--- src/rtl/clkdiv_if.sv ---
// rtl/clkdiv_if.sv - control and status bundle for the clock divider
interface clkdiv_if #(
  parameter int unsigned CNT_W = 32
);
  logic             en;
  logic             busy;
  logic             clk_div;
  logic [CNT_W-1:0] clkcount;

  modport master (
    output en,
    output busy,
    input  clk_div,
    input  clkcount
  );

  modport slave (
    input  en,
    input  busy,
    output clk_div,
    output clkcount
  );
endinterface

--- src/rtl/clkdiv.sv ---
// rtl/clkdiv.sv - programmable even clock divider with saturating run-length counter
module clkdiv #(
  parameter int unsigned DIV   = 4,
  parameter int unsigned CNT_W = 32
) (
  input  logic     clk,
  input  logic     rst,
  clkdiv_if.slave  bus
);
  // Last phase index of each half period; the divided clock toggles when ph reaches it.
  localparam logic [31:0] HALF_M1 = 32'(DIV / 2 - 1);
  localparam logic [CNT_W-1:0] CNT_MAX = {CNT_W{1'b1}};
  localparam logic [CNT_W-1:0] CNT_ONE = {{(CNT_W-1){1'b0}}, 1'b1};

  // Declaration values give a clean start even when rst is never asserted.
  logic [31:0]      ph_q       = '0;
  logic             clk_div_q  = 1'b0;
  logic [CNT_W-1:0] clkcount_q = '0;

  logic [31:0]      ph_d;
  logic             clk_div_d;
  logic [CNT_W-1:0] clkcount_d;
  logic             active;

  // Next-state: run the phase counter while enabled and busy, otherwise park low at phase 0.
  always_comb begin
    active     = bus.en & bus.busy;
    ph_d       = ph_q;
    clk_div_d  = clk_div_q;
    clkcount_d = clkcount_q;
    if (!active) begin
      ph_d      = '0;
      clk_div_d = 1'b0;
    end else if (ph_q == HALF_M1) begin
      ph_d      = '0;
      clk_div_d = ~clk_div_q;
      // Count only rising edges, and hold at all-ones instead of wrapping.
      if (!clk_div_q && (clkcount_q != CNT_MAX)) begin
        clkcount_d = clkcount_q + CNT_ONE;
      end
    end else begin
      ph_d = ph_q + 32'd1;
    end
  end

  // State registers with synchronous reset taking priority over activity.
  always_ff @(posedge clk) begin
    if (rst) begin
      ph_q       <= '0;
      clk_div_q  <= 1'b0;
      clkcount_q <= '0;
    end else begin
      ph_q       <= ph_d;
      clk_div_q  <= clk_div_d;
      clkcount_q <= clkcount_d;
    end
  end

  assign bus.clk_div  = clk_div_q;
  assign bus.clkcount = clkcount_q;
endmodule

--- src/flat_wrapper.sv ---
// flat-port wrapper written by rule: the top's interface ports become plain ports
module clkdiv_flat 
#(
  parameter int unsigned DIV   = 4,
  parameter int unsigned CNT_W = 32
)
  (clk, rst, bus_en, bus_busy, bus_clk_div, bus_clkcount);
  clkdiv_if #(.CNT_W(CNT_W)) bus_i ();
  input  logic clk;
  input  logic rst;
  input wire logic [$bits(bus_i.en)-1:0] bus_en;
  input wire logic [$bits(bus_i.busy)-1:0] bus_busy;
  output wire logic [$bits(bus_i.clk_div)-1:0] bus_clk_div;
  output wire logic [$bits(bus_i.clkcount)-1:0] bus_clkcount;
  assign bus_i.en = bus_en;
  assign bus_i.busy = bus_busy;
  assign bus_clk_div = bus_i.clk_div;
  assign bus_clkcount = bus_i.clkcount;
  clkdiv #(.DIV(DIV), .CNT_W(CNT_W)) u_core (.clk(clk), .rst(rst), .bus(bus_i));
endmodule
--- config.mk ---
export PLATFORM = sky130hd
export DESIGN_NAME = clkdiv_flat
export DESIGN_NICKNAME = d
export VERILOG_FILES = /design/src/rtl/clkdiv_if.sv /design/src/rtl/clkdiv.sv /design/src/flat_wrapper.sv
export SDC_FILE = /design/constraint.sdc
export NUM_CORES = 1
export LEC_CHECK = 0
export CAP_MARGIN = 25
export CORE_MARGIN = 5
export CORE_UTILIZATION = 40
export CTS_CLUSTER_SIZE = 12
export DETAILED_ROUTE_END_ITERATION = 6
export DONT_BUFFER_PORTS = 1
export SYNTH_ARGS = -nofsm -noshare
export SYNTH_HDL_FRONTEND = slang
export SYNTH_SLANG_ARGS = --single-unit
export TNS_END_PERCENT = 10
--- constraint.sdc ---
create_clock -name clk -period 5.77 [get_ports clk]
set_input_delay 1.731 -clock clk [delete_from_list [all_inputs] [get_ports clk]]
set_output_delay 1.731 -clock clk [all_outputs]
set_load 0.005 [all_outputs]
# [Word-level counts from Yosys, hierarchy flattened]
# Index checks and enable logic that the tools add are counted.
[word_totals] reg_bits=65 out_inout_bits=33 in_bits=4 word_cells=15
[op_classes] reduce_logical=5 n_bitwise=3 eq_ne=2 addsub=2
[ops] cell="32-bit by 1-bit adder with 32-bit output, second input constant" n=2
[ops] cell="32-bit by 1-bit == test with 1-bit output, second input constant" n=1
[ops] cell="32-bit != test, second input constant" n=1
[ops] cell="3-bit AND reduction" n=1
[ops] cell="3-bit OR reduction" n=1
[ops] cell="1-bit NOT" n=2
[ops] cell="2-bit OR reduction" n=1
[ops] cell="1-bit AND" n=1
[ops] cell="1-bit logical AND" n=1
[ops] cell="1-bit logical NOT" n=1

# [Longest topological paths before layout]
# Gate-level depths: netlist of the first run.
[logic_depth] ltp_word=3 mapped_depth=9 depth_no_buf=8

# [Worst setup path before layout of the first run]
# No wires, ideal clock.
[synth_timing] path_kind="input-to-reg" startpoint="in bus_en" endpoint="reg u_core.clkcount_q[26] (netlist: u_core.bus.clkcount[26])" setup_ps=59 required_ps=5711 path_buffers=0 cell_stages=6 slack_ps=2587 t_arrival_ps=3123 cell_sequence="nand3b_1 -> or3_1 -> nor3_1 -> nand2_1 -> or4_1 -> nand2_1"
[synth_between] elab_chain_cells=2
[synth_lines] element="from (decl)" line_no="flat_wrapper.sv:11" rtl="input wire logic [$bits(bus_i.en)-1:0] bus_en;"
[synth_lines] element="1-bit AND" line_no="clkdiv.sv:27" rtl="active = bus.en & bus.busy;"
[synth_lines] element="3-bit AND reduction (no source line)"
[synth_lines] element="to (signal assigned)" line_no="clkdiv.sv:55" rtl="clkcount_q <= clkcount_d;"
[synth_lines] element="to (decl)" line_no="clkdiv.sv:18" rtl="logic [CNT_W-1:0] clkcount_q = '0;"
# No other way between the ends.
# A chain may end at the register's enable or synchronous reset.

# [Worst setup path after layout of the first run]
# Same ends and word-level chain as after synthesis.

==> metrics.md, run 1 <==
| Metric | Value |
|---|---|
| Mapped Area | `3099 um^2` |
| Final net count | `374` |
| CORE AREA | `7647 um^2` |
| Register Area | `1301 um^2` |
| Yosys reg bits | `65` |
| CTS buffer count | `9` |
| Postcts setup bufs | `0` |
| CTS tree | `yes` |
| Slew HR | `0.5245` |
| Total track usage | `0.1449` |
| Tot Pwr | `0.8875 mW` |
| Fin Setup TNS | `0 ps` |
| Drt pass-1 iters | `4` |
| Sink Count | `65` |
| Initial DRC Count | `122` |
| Max-Cap Viols | `0` |
| RSZ-0062 raised after global routing | `false` |
| Die ar. | `9609 um^2` |
| Ports | `37` |
| Critical-path top delay cell | `or3_1` |
| Stages on worst setup path | `6` |
| Vias in the first global route | `2321` |
| Sequential share of power | `0.507` |
| Worst reg-to-reg setup slack | `3230 ps` |
| Hold Crit Depth | `1` |
| Fmax | `319.4 MHz` |
| VDD IR max | `0.2061 mV` |
| Antenna cell count | `0` |
| Port Buffers | `0` |
| Worst setup EP type | `flip-flop` |
| # fillers | `758` |
| Kind of critical path | `input pin to flip-flop` |
| Largest net degree at the start of global routing | `37` |
| Grt ovf | `0` |
| Syn nets | `375` |
| Top post-synthesis cells by area | `dfxtp_1, xor2_1, nor2_1` |
| Site row count | `32` |
| Critical path buffer and inverter count | `0` |
| Worst-Skew Late Latency | `330 ps` |
| WL/cell | `14.53 um` |
| Area leader, netlist | `dfxtp_1` |
| Startpoint types | `input pin` |
| Max Slew Vio Count | `0` |
| Post-synthesis sequential area ratio | `0.4199` |
| Final setup viols | `0` |
| Root Buffer | `clkbuf_8` |
| Dpl cells | `457` |
| Least-Margin Pin Slew | `711.1 ps` |
| Area occupied by multi-input gates | `1718 um^2` |
| First-pass GRT wire length | `11410 um` |
| Worst Reg-to-Reg Cells | `6` |
| Vias | `2536` |
| Pwr dens | `259.4 nW/um^2` |
| H-tree levels | `3` |
| Comb power frac | `0.012` |
| Crit path time final | `3131 ps` |
| Worst-path clk slew | `70 ps` |
| Die width | `98.03 um` |
| Critical path, cell by cell | `nand3b_1 > or3_1 > nor3_1 > nand2_1 > or4_1 > nand2_1` |
| Yosys cell types | `34` |
| Worst-path maximum fanout | `5` |
| Share of the synthesized area in the top cell type | `0.4199` |
| Clk network pwr share | `0.481` |
| NetSw | `0.1732 mW` |
| Layout cells sized above 1 | `0.07027` |
| Setup Skew | `8.930 ps` |
| Starting density of the core | `0.4053` |
| Initial antenna violation count | `0` |
| Util after Layout | `0.4473` |
| Synth warn | `0` |
| Vias/cell | `5.373` |
| Crit path DAT | `3410 ps` |
| Cell mode on critical path | `nand2_1` |
| Avg Cell Area, Syn | `8.422 um^2` |
| Synth-to-Final Area Change | `10.38%` |
| Status | `finished, final reports clean` |
| Crit path required time | `6050 ps` |
| LEAKAGE | `1.094 nW` |
| Routability cong. | `0.8012` |
| PostCTS Resize Cnt | `0` |
| Clock buffer depth | `2` |
| Post-route ant nets | `0` |
| Cells after synthesis | `368` |
| CTS Hold Bufs | `0` |
| Hold Crit Class | `flip-flop to flip-flop` |
| CP peak stage delay | `440 ps` |
| Critical path's top delay family | `simple AND/OR/NAND/NOR gates` |
| Non-Filler Instances | `472` |
| Routed WL | `6859 um` |
| DRC viols | `0` |
| Final hold viol count | `0` |
| WHS | `485.2 ps` |
| Die Ht | `98.03 um` |
| Crit share post-route | `0.5426` |
| Pint | `0.7142 mW` |
| Sw frac | `0.1952` |
| DP HPWL | `4800 um` |
through the flow:
step / cell area, um^2 / setup WS [ps]
floorplan: 3099 / 2587
detailed placement: 3177 / 2337
global route: 3421 / 2607
global placement: 3177 / 2387
finish: 3421 / 2639
CTS: 3393 / 2691
sequential cells by signal (all words and copies together), names as in the netlist:
signal and count:
u_core.bus.clkcount 32, u_core.bus.clk_div 1, u_core.ph_q 32
placed cells by master, fill, tap and decap left out, drive strengths merged, types with 7 or more instances in the layout:
cell,Yosys,final
and4,7,7
and3,10,10
inv,8,8
a21oi,12,12
xor2,37,37
or3,12,12
nor2,61,61
o21ai,10,10
dfxtp,65,65
nand3,29,29
clkbuf,12,11
nand4,24,24
nand2,23,23
nor4,7,7
xnor2,12,12
nor3,14,14
logic make-up after synthesis:
family                   synth area share
XOR/XNOR                           0.1385
buffers and inverters             0.02584
flip-flops                         0.4199
AND/OR/NAND/NOR                    0.3597
AO/OA/AOI/OAI                     0.04037
adder cells (fa/ha/maj)           0.01211
multiplexers                     0.003633
path summary, 6_finish.rpt:
check | startpoint | end
setup / recovery | bus_en | u_core.bus.clkcount[26]
hold / removal | u_core.ph_q[0] | u_core.ph_q[0]
hold reg to reg | u_core.ph_q[0] | u_core.ph_q[0]
setup reg to reg | u_core.bus.clkcount[6] | u_core.bus.clkcount[31]
cell usage after synthesis:
cell type,instances
dfxtp_1,65
nor2_1,60
xor2_1,37
nand3_1,29
nand4_1,23
nand2_1,22
nor3_1,13
a21oi_1,12
clkbuf_1,12
xnor2_1,12
or3_1,11
and3_1,10
o21ai_0,10
inv_1,8
and4_1,7
nor4_1,7
and2_1,5
ha_1,3
nor4b_2,3
or4_1,3
and4bb_2,2
o31ai_1,2
buf_2,1
mux2_2,1
nand2_2,1
nand3b_1,1
nand4_2,1
nand4bb_1,1
nor2_2,1
nor2b_1,1
nor3_4,1
nor4b_1,1
or2_1,1
or3_4,1
cell type report:
type,count,share of cell area
multi-input cells,282,0.5022
flip-flops and latches,65,0.3804
clock buffers,11,0.04426
well taps,102,0.03731
clock inverters,3,0.01902
inverters,8,0.008778
repair buffers,1,0.008047
power groups by stage:
stage | logic, mW | clock network, mW | registers, mW
3_5_place_dp | 0.00863 | 0 | 0.460
2_1_floorplan | 0.0101 | 0 | 0.460
5_1_grt | 0.0115 | 0.461 | 0.450
4_1_cts | 0.00879 | 0.442 | 0.450
6_report | 0.0103 | 0.427 | 0.450
3_3_place_gp | 0.00848 | 0 | 0.460
routing by layer:
| metal | GRT usage | share of wire |
|---|---|---|
| met5 | 0 | 0 |
| met3 | 0.06000 | 0.064 |
| met2 | 0.2126 | 0.45 |
| met1 | 0.1979 | 0.48 |
| met4 | 0.03514 | 0.0077 |
(Power assumes the default switching activity.)
==> run 2: changes to the inputs <==
==> constraint.sdc (replaced) <==
create_clock -name clk -period 3.1 [get_ports clk]
set_input_delay 0.93 -clock clk [delete_from_list [all_inputs] [get_ports clk]]
set_output_delay 0.93 -clock clk [all_outputs]
set_load 0.005 [all_outputs]
==> metrics.md, run 2 (synthesis gave the netlist of run 1 again) <==
| Metric | Value |
|---|---|
| Status | `finished, final reports clean` |
| Final setup viols | `0 (unchanged)` |
| Routability cong. | `0.8101 (+1.1%)` |
| Startpoint types | `flip-flop` |
| Least-Margin Pin Slew | `640.2 ps (-70.92 ps)` |
| Die Ht | `98.03 um (unchanged)` |
| Final net count | `376 (+0.53%)` |
| Grt ovf | `0 (unchanged)` |
| CORE AREA | `7647 um^2 (unchanged)` |
| Largest net degree at the start of global routing | `37 (unchanged)` |
| Antenna cell count | `0 (unchanged)` |
| Worst-path clk slew | `80 ps (about the same)` |
| Initial antenna violation count | `0 (unchanged)` |
| Crit path required time | `3390 ps (-2660 ps)` |
| Routed WL | `6800 um (-0.86%)` |
| Port Buffers | `0 (unchanged)` |
| Die ar. | `9609 um^2 (unchanged)` |
| Fin Setup TNS | `0 ps (unchanged)` |
| Max-Cap Viols | `0 (unchanged)` |
| Setup Skew | `11.39 ps (+2.456 ps)` |
| Slew HR | `0.5693 (+0.04476)` |
| Crit share post-route | `0.7800` |
| DP HPWL | `4792 um (-0.16%)` |
| CTS buffer count | `9 (unchanged)` |
| Vias in the first global route | `2366 (+1.9%)` |
| WL/cell | `14.32 um (-1.5%)` |
| Vias/cell | `5.282 (-1.7%)` |
| Max Slew Vio Count | `0 (unchanged)` |
| Root Buffer | `clkbuf_8` |
| First-pass GRT wire length | `11870 um (+4.1%)` |
| Dpl ws | `443.2 ps (-1893 ps)` |
| Synth-to-Final Area Change | `9.528%` |
| CTS tree | `yes` |
| Commonest non-fill, non-tap cell in the layout | `dfxtp_1` |
| Ports | `37 (unchanged)` |
| Site row count | `32 (unchanged)` |
| Worst setup EP type | `flip-flop` |
| H-tree levels | `3 (unchanged)` |
| CTS Hold Bufs | `0 (unchanged)` |
| LEAKAGE | `1.085 nW (-0.81%)` |
| Setup ws final | `682.0 ps (-1957 ps)` |
| DRC viols | `0 (unchanged)` |
| Total track usage | `0.1510 (+0.006111)` |
| Commonest non-fill, non-tap cells in the layout | `dfxtp_1, nor2_1, xor2_1` |
| Pwr dens | `467.8 nW/um^2 (+80%)` |
| Clock buffer depth | `2 (unchanged)` |
| # fillers | `760 (+0.26%)` |
| Worst-Skew Late Latency | `340 ps (about the same)` |
| Kind of critical path | `flip-flop to flip-flop` |
| Vias | `2509 (-1.1%)` |
| Final Cell Area | `3395 um^2 (-0.77%)` |
| Initial DRC Count | `127 (+4.1%)` |
| PostCTS Resize Cnt | `0 (unchanged)` |
| Post-route ant nets | `0 (unchanged)` |
| Placed cell area | `3199 um^2 (+0.71%)` |
| VDD IR max | `0.2815 mV (+37%)` |
| Hold Crit Class | `flip-flop to flip-flop` |
| RSZ-0062 raised after global routing | `false` |
| Crit path DAT | `2710 ps (-700 ps)` |
| Die width | `98.03 um (unchanged)` |
| Worst-path maximum fanout | `5 (unchanged)` |
| Starting density of the core | `0.4053 (unchanged)` |
| Crit path time final | `2418 ps` |
| Fmax | `413.6 MHz` |
| Sink Count | `65 (unchanged)` |
| Postcts setup bufs | `0 (unchanged)` |
| Final hold viol count | `0 (unchanged)` |
| Layout cells sized above 1 | `0.07507 (+0.004797)` |
| Drt pass-1 iters | `4 (unchanged)` |
run 2: cell count changes in the layout (fill, tap and decap cells not counted), sizes merged:
cell,before,now
buf,1,3
bufinv,2,1
clkbuf,11,12
clkinv,1,2
run 2: power breakdown:
part	total [mW]	internal [mW]	switching, mW	leakage, nW
Clock	0.734	0.409	0.325	0.102
Sequential	0.837	0.836	0.00151	0.523
Combinational	0.0167	0.00483	0.0118	0.460
Total	1.59	1.25	0.338	1.09
run 2: per-stage QoR:
stage                     std cells  total power [mW]  hold slack [ps]  utilization
after CTS                       475             1.608            485.4       0.4439
after floorplan                 368            0.8748            444.6            -
final                           475             1.588            482.0       0.4439
after global routing            475             1.644            543.9       0.4439
after detailed placement        460            0.8735            468.6       0.4184
after global placement          460            0.8731            460.5       0.4184
run 2: path summary, 6_finish.rpt:
check	slack (ps)	from	to	cells after the start
setup reg to reg	680	u_core.ph_q[0]	u_core.bus.clkcount[26]	7
hold reg to reg	480	u_core.ph_q[0]	u_core.ph_q[0]	1
setup / recovery	680	u_core.ph_q[0]	u_core.bus.clkcount[26]	7
hold / removal	480	u_core.ph_q[0]	u_core.ph_q[0]	1
run 2: cell type report:
class                   instances  area (um^2)  area share
inverters                       8        30.03    0.008846
well taps                     102        127.6     0.03760
clock buffers                  12        155.1     0.04571
flip-flops and latches         65         1301      0.3833
clock inverters                 3        40.04     0.01180
repair buffers                  3        22.52    0.006635
multi-input cells             282         1718      0.5061
run 2: critical path: stages, from the launching register on:
cell and delay (ps):
dfxtp_1 390, ha_1 170, nor4b_1 270, nand4_1 360, nor3_1 490, nand2_1 200
or4_1 430, nand2_1 70
run 2: per-layer routing:
metal	track usage	routed length (um)	vias up
li1	-	-	1296
met1	0.2123	3392	1161
met2	0.2079	2859	42
met3	0.06071	431	10
met4	0.05325	117	0
met5	0	0	-
==> run 3: changes to the inputs <==
==> constraint.sdc (replaced) <==
create_clock -name clk -period 2.5 [get_ports clk]
set_input_delay 0.75 -clock clk [delete_from_list [all_inputs] [get_ports clk]]
set_output_delay 0.75 -clock clk [all_outputs]
set_load 0.005 [all_outputs]
==> metrics.md, run 3 (synthesis gave the netlist of run 1 again) <==
| Metric | Value |
|---|---|
| Critical R2R Launch | `u_core.ph_q[0]` |
| Final setup viols | `0 (unchanged)` |
| Least-Margin Pin Slew | `492.4 ps (-147.7 ps)` |
| Commonest non-fill, non-tap cell in the layout | `dfxtp_1` |
| Synth-to-Final Area Change | `12.60%` |
| Reg2Reg Capture Point | `u_core.bus.clkcount[30]` |
| Setup Skew | `7.563 ps (-3.823 ps)` |
| Vias/cell | `5.300 (+0.34%)` |
| Util after Layout | `0.4563 (+0.01243)` |
| Hold Crit Class | `flip-flop to flip-flop` |
| Routed WL | `7018 um (+3.2%)` |
| Worst Hold Launch | `u_core.ph_q[0]` |
| VDD IR max | `0.3109 mV (+10%)` |
| H-tree levels | `3 (unchanged)` |
| Worst-path maximum fanout | `7 (+2)` |
| CTS buffer count | `9 (unchanged)` |
| CTS tree | `yes` |
| Starting density of the core | `0.4053 (unchanged)` |
| Worst-Skew Late Latency | `330 ps (about the same)` |
| Worst reg-to-reg setup slack | `270 ps (-410 ps)` |
| Hold Crit Depth | `1 (unchanged)` |
| Pwr dens | `516.9 nW/um^2 (+10%)` |
| First-pass GRT wire length | `12370 um (+4.2%)` |
| WL/cell | `14.32 um (about the same)` |
| Crit share post-route | `0.8917 (+0.1117)` |
| Kind of critical path | `flip-flop to flip-flop` |
| Worst-path clk slew | `70 ps (about the same)` |
| CTS Hold Bufs | `0 (unchanged)` |
| Crit path time final | `2229 ps (-188.8 ps)` |
| Drt pass-1 iters | `4 (unchanged)` |
| Worst Reg-to-Reg Cells | `8 (+1)` |
| Tot Pwr | `1.804 mW (+14%)` |
| Max Slew Vio Count | `0 (unchanged)` |
| Fmax | `448.6 MHz (+8.5%)` |
| Fin Setup TNS | `0 ps (unchanged)` |
| LEAKAGE | `1.156 nW (+6.5%)` |
| Die Ht | `98.03 um (unchanged)` |
| Slew HR | `0.6709 (+0.1016)` |
| Max-Cap Viols | `0 (unchanged)` |
| Final hold viol count | `0 (unchanged)` |
| Worst setup EP type | `flip-flop` |
| Routability cong. | `0.8415 (+3.9%)` |
| Commonest non-fill, non-tap cells in the layout | `dfxtp_1, nor2_1, xor2_1` |
| Dpl cells | `475 (+3.3%)` |
| Non-Filler Instances | `490 (+3.2%)` |
| Port Buffers | `0 (unchanged)` |
| Root Buffer | `clkbuf_8` |
| Die ar. | `9609 um^2 (unchanged)` |
| Antenna cell count | `0 (unchanged)` |
| Vias in the first global route | `2537 (+7.2%)` |
| Status | `finished, final reports clean` |
| Vias | `2597 (+3.5%)` |
| Layout cells sized above 1 | `0.1082 (+0.03318)` |
| Crit path required time | `2770 ps (-620 ps)` |
| Die width | `98.03 um (unchanged)` |
| Grt ovf | `0 (unchanged)` |
| Post-route ant nets | `0 (unchanged)` |
| RSZ-0062 raised after global routing | `false` |
| Sink Count | `65 (unchanged)` |
| Initial DRC Count | `158 (+24%)` |
| Clock buffer depth | `2 (unchanged)` |
| Crit path DAT | `2500 ps (-210 ps)` |
| Initial antenna violation count | `0 (unchanged)` |
| Site row count | `32 (unchanged)` |
| DP HPWL | `5137 um (+7.2%)` |
| Final net count | `393 (+4.5%)` |
| DRC viols | `0 (unchanged)` |
| Ports | `37 (unchanged)` |
| Hold Crit Endpoint | `u_core.ph_q[0]` |
| CORE AREA | `7647 um^2 (unchanged)` |
| Total track usage | `0.1557 (+0.004627)` |
| Largest net degree at the start of global routing | `37 (unchanged)` |
| Startpoint types | `flip-flop` |
==> run 3: changes by cell type in the layout (fill, tap and decap cells not counted), sizes merged <==
cell and change:
buf +17, clkinv -1, bufinv -1
==> run 3: stage by stage <==
| step | cell area, um^2 | hold WS, ps | worst slack (ps) |
|---|---|---|---|
| after floorplan | 3099 | 444.6 | 298.3 |
| after global placement | 3324 | 460.0 | 212.3 |
| after detailed placement | 3324 | 480.8 | 88.59 |
| after CTS | 3475 | 466.9 | 52.85 |
| after global routing | 3490 | 466.0 | 104.6 |
| final | 3490 | 485.1 | 270.8 |
==> run 3: cell type report <==
cell class                 count  area [um^2]
tap                          102        127.6
sequential                    65         1301
inverter                       8        30.03
clock buffer                  12        145.1
fill                         770         4158
timing repair buffer          20        162.7
multi-input combinational    282         1718
clock inverter                 1        5.005
==> run 3: critical path, stage by stage, from the launching register on <==
cell and delay [ps]:
dfxtp_1 390, ha_1 170, nor4b_1 290, nand4_1 130
buf_4 180, nor2_2 140, nand3_1 240, or4_1 470
a21oi_1 140
==> run 3: what timing repair did <==
item | CTS | global route
hold endpoints to repair | 0 | 0
setup buffers | 0 | 2
gates resized for setup | 0 | 0
endpoints found under the setup margin | 0 | 17
==> run 3: worst max path at each step <==
stage,start,endpoint,cells after the start
after floorplan,bus_en,u_core.bus.clkcount[26],6
after global placement,bus_en,u_core.bus.clkcount[26],6
after detailed placement,u_core.ph_q[0],u_core.bus.clkcount[30],7
after CTS,u_core.ph_q[0],u_core.bus.clkcount[30],7
after global routing,u_core.ph_q[0],u_core.bus.clkcount[30],8
final,u_core.ph_q[0],u_core.bus.clkcount[30],8
==> run 3: routing by layer <==
layer	global-route usage	wire, um	up-vias
li1	-	-	1327
met1	0.2056	3311	1209
met2	0.2398	3184	52
met3	0.05143	446	9
met4	0.05112	77	0
met5	0	0	-
==> run 3: where the power goes <==
group | switching (mW) | internal [mW]
Clock | 0.369 | 0.370
Combinational | 0.0162 | 0.0107
Sequential | 0.00143 | 1.04
Total | 0.386 | 1.42
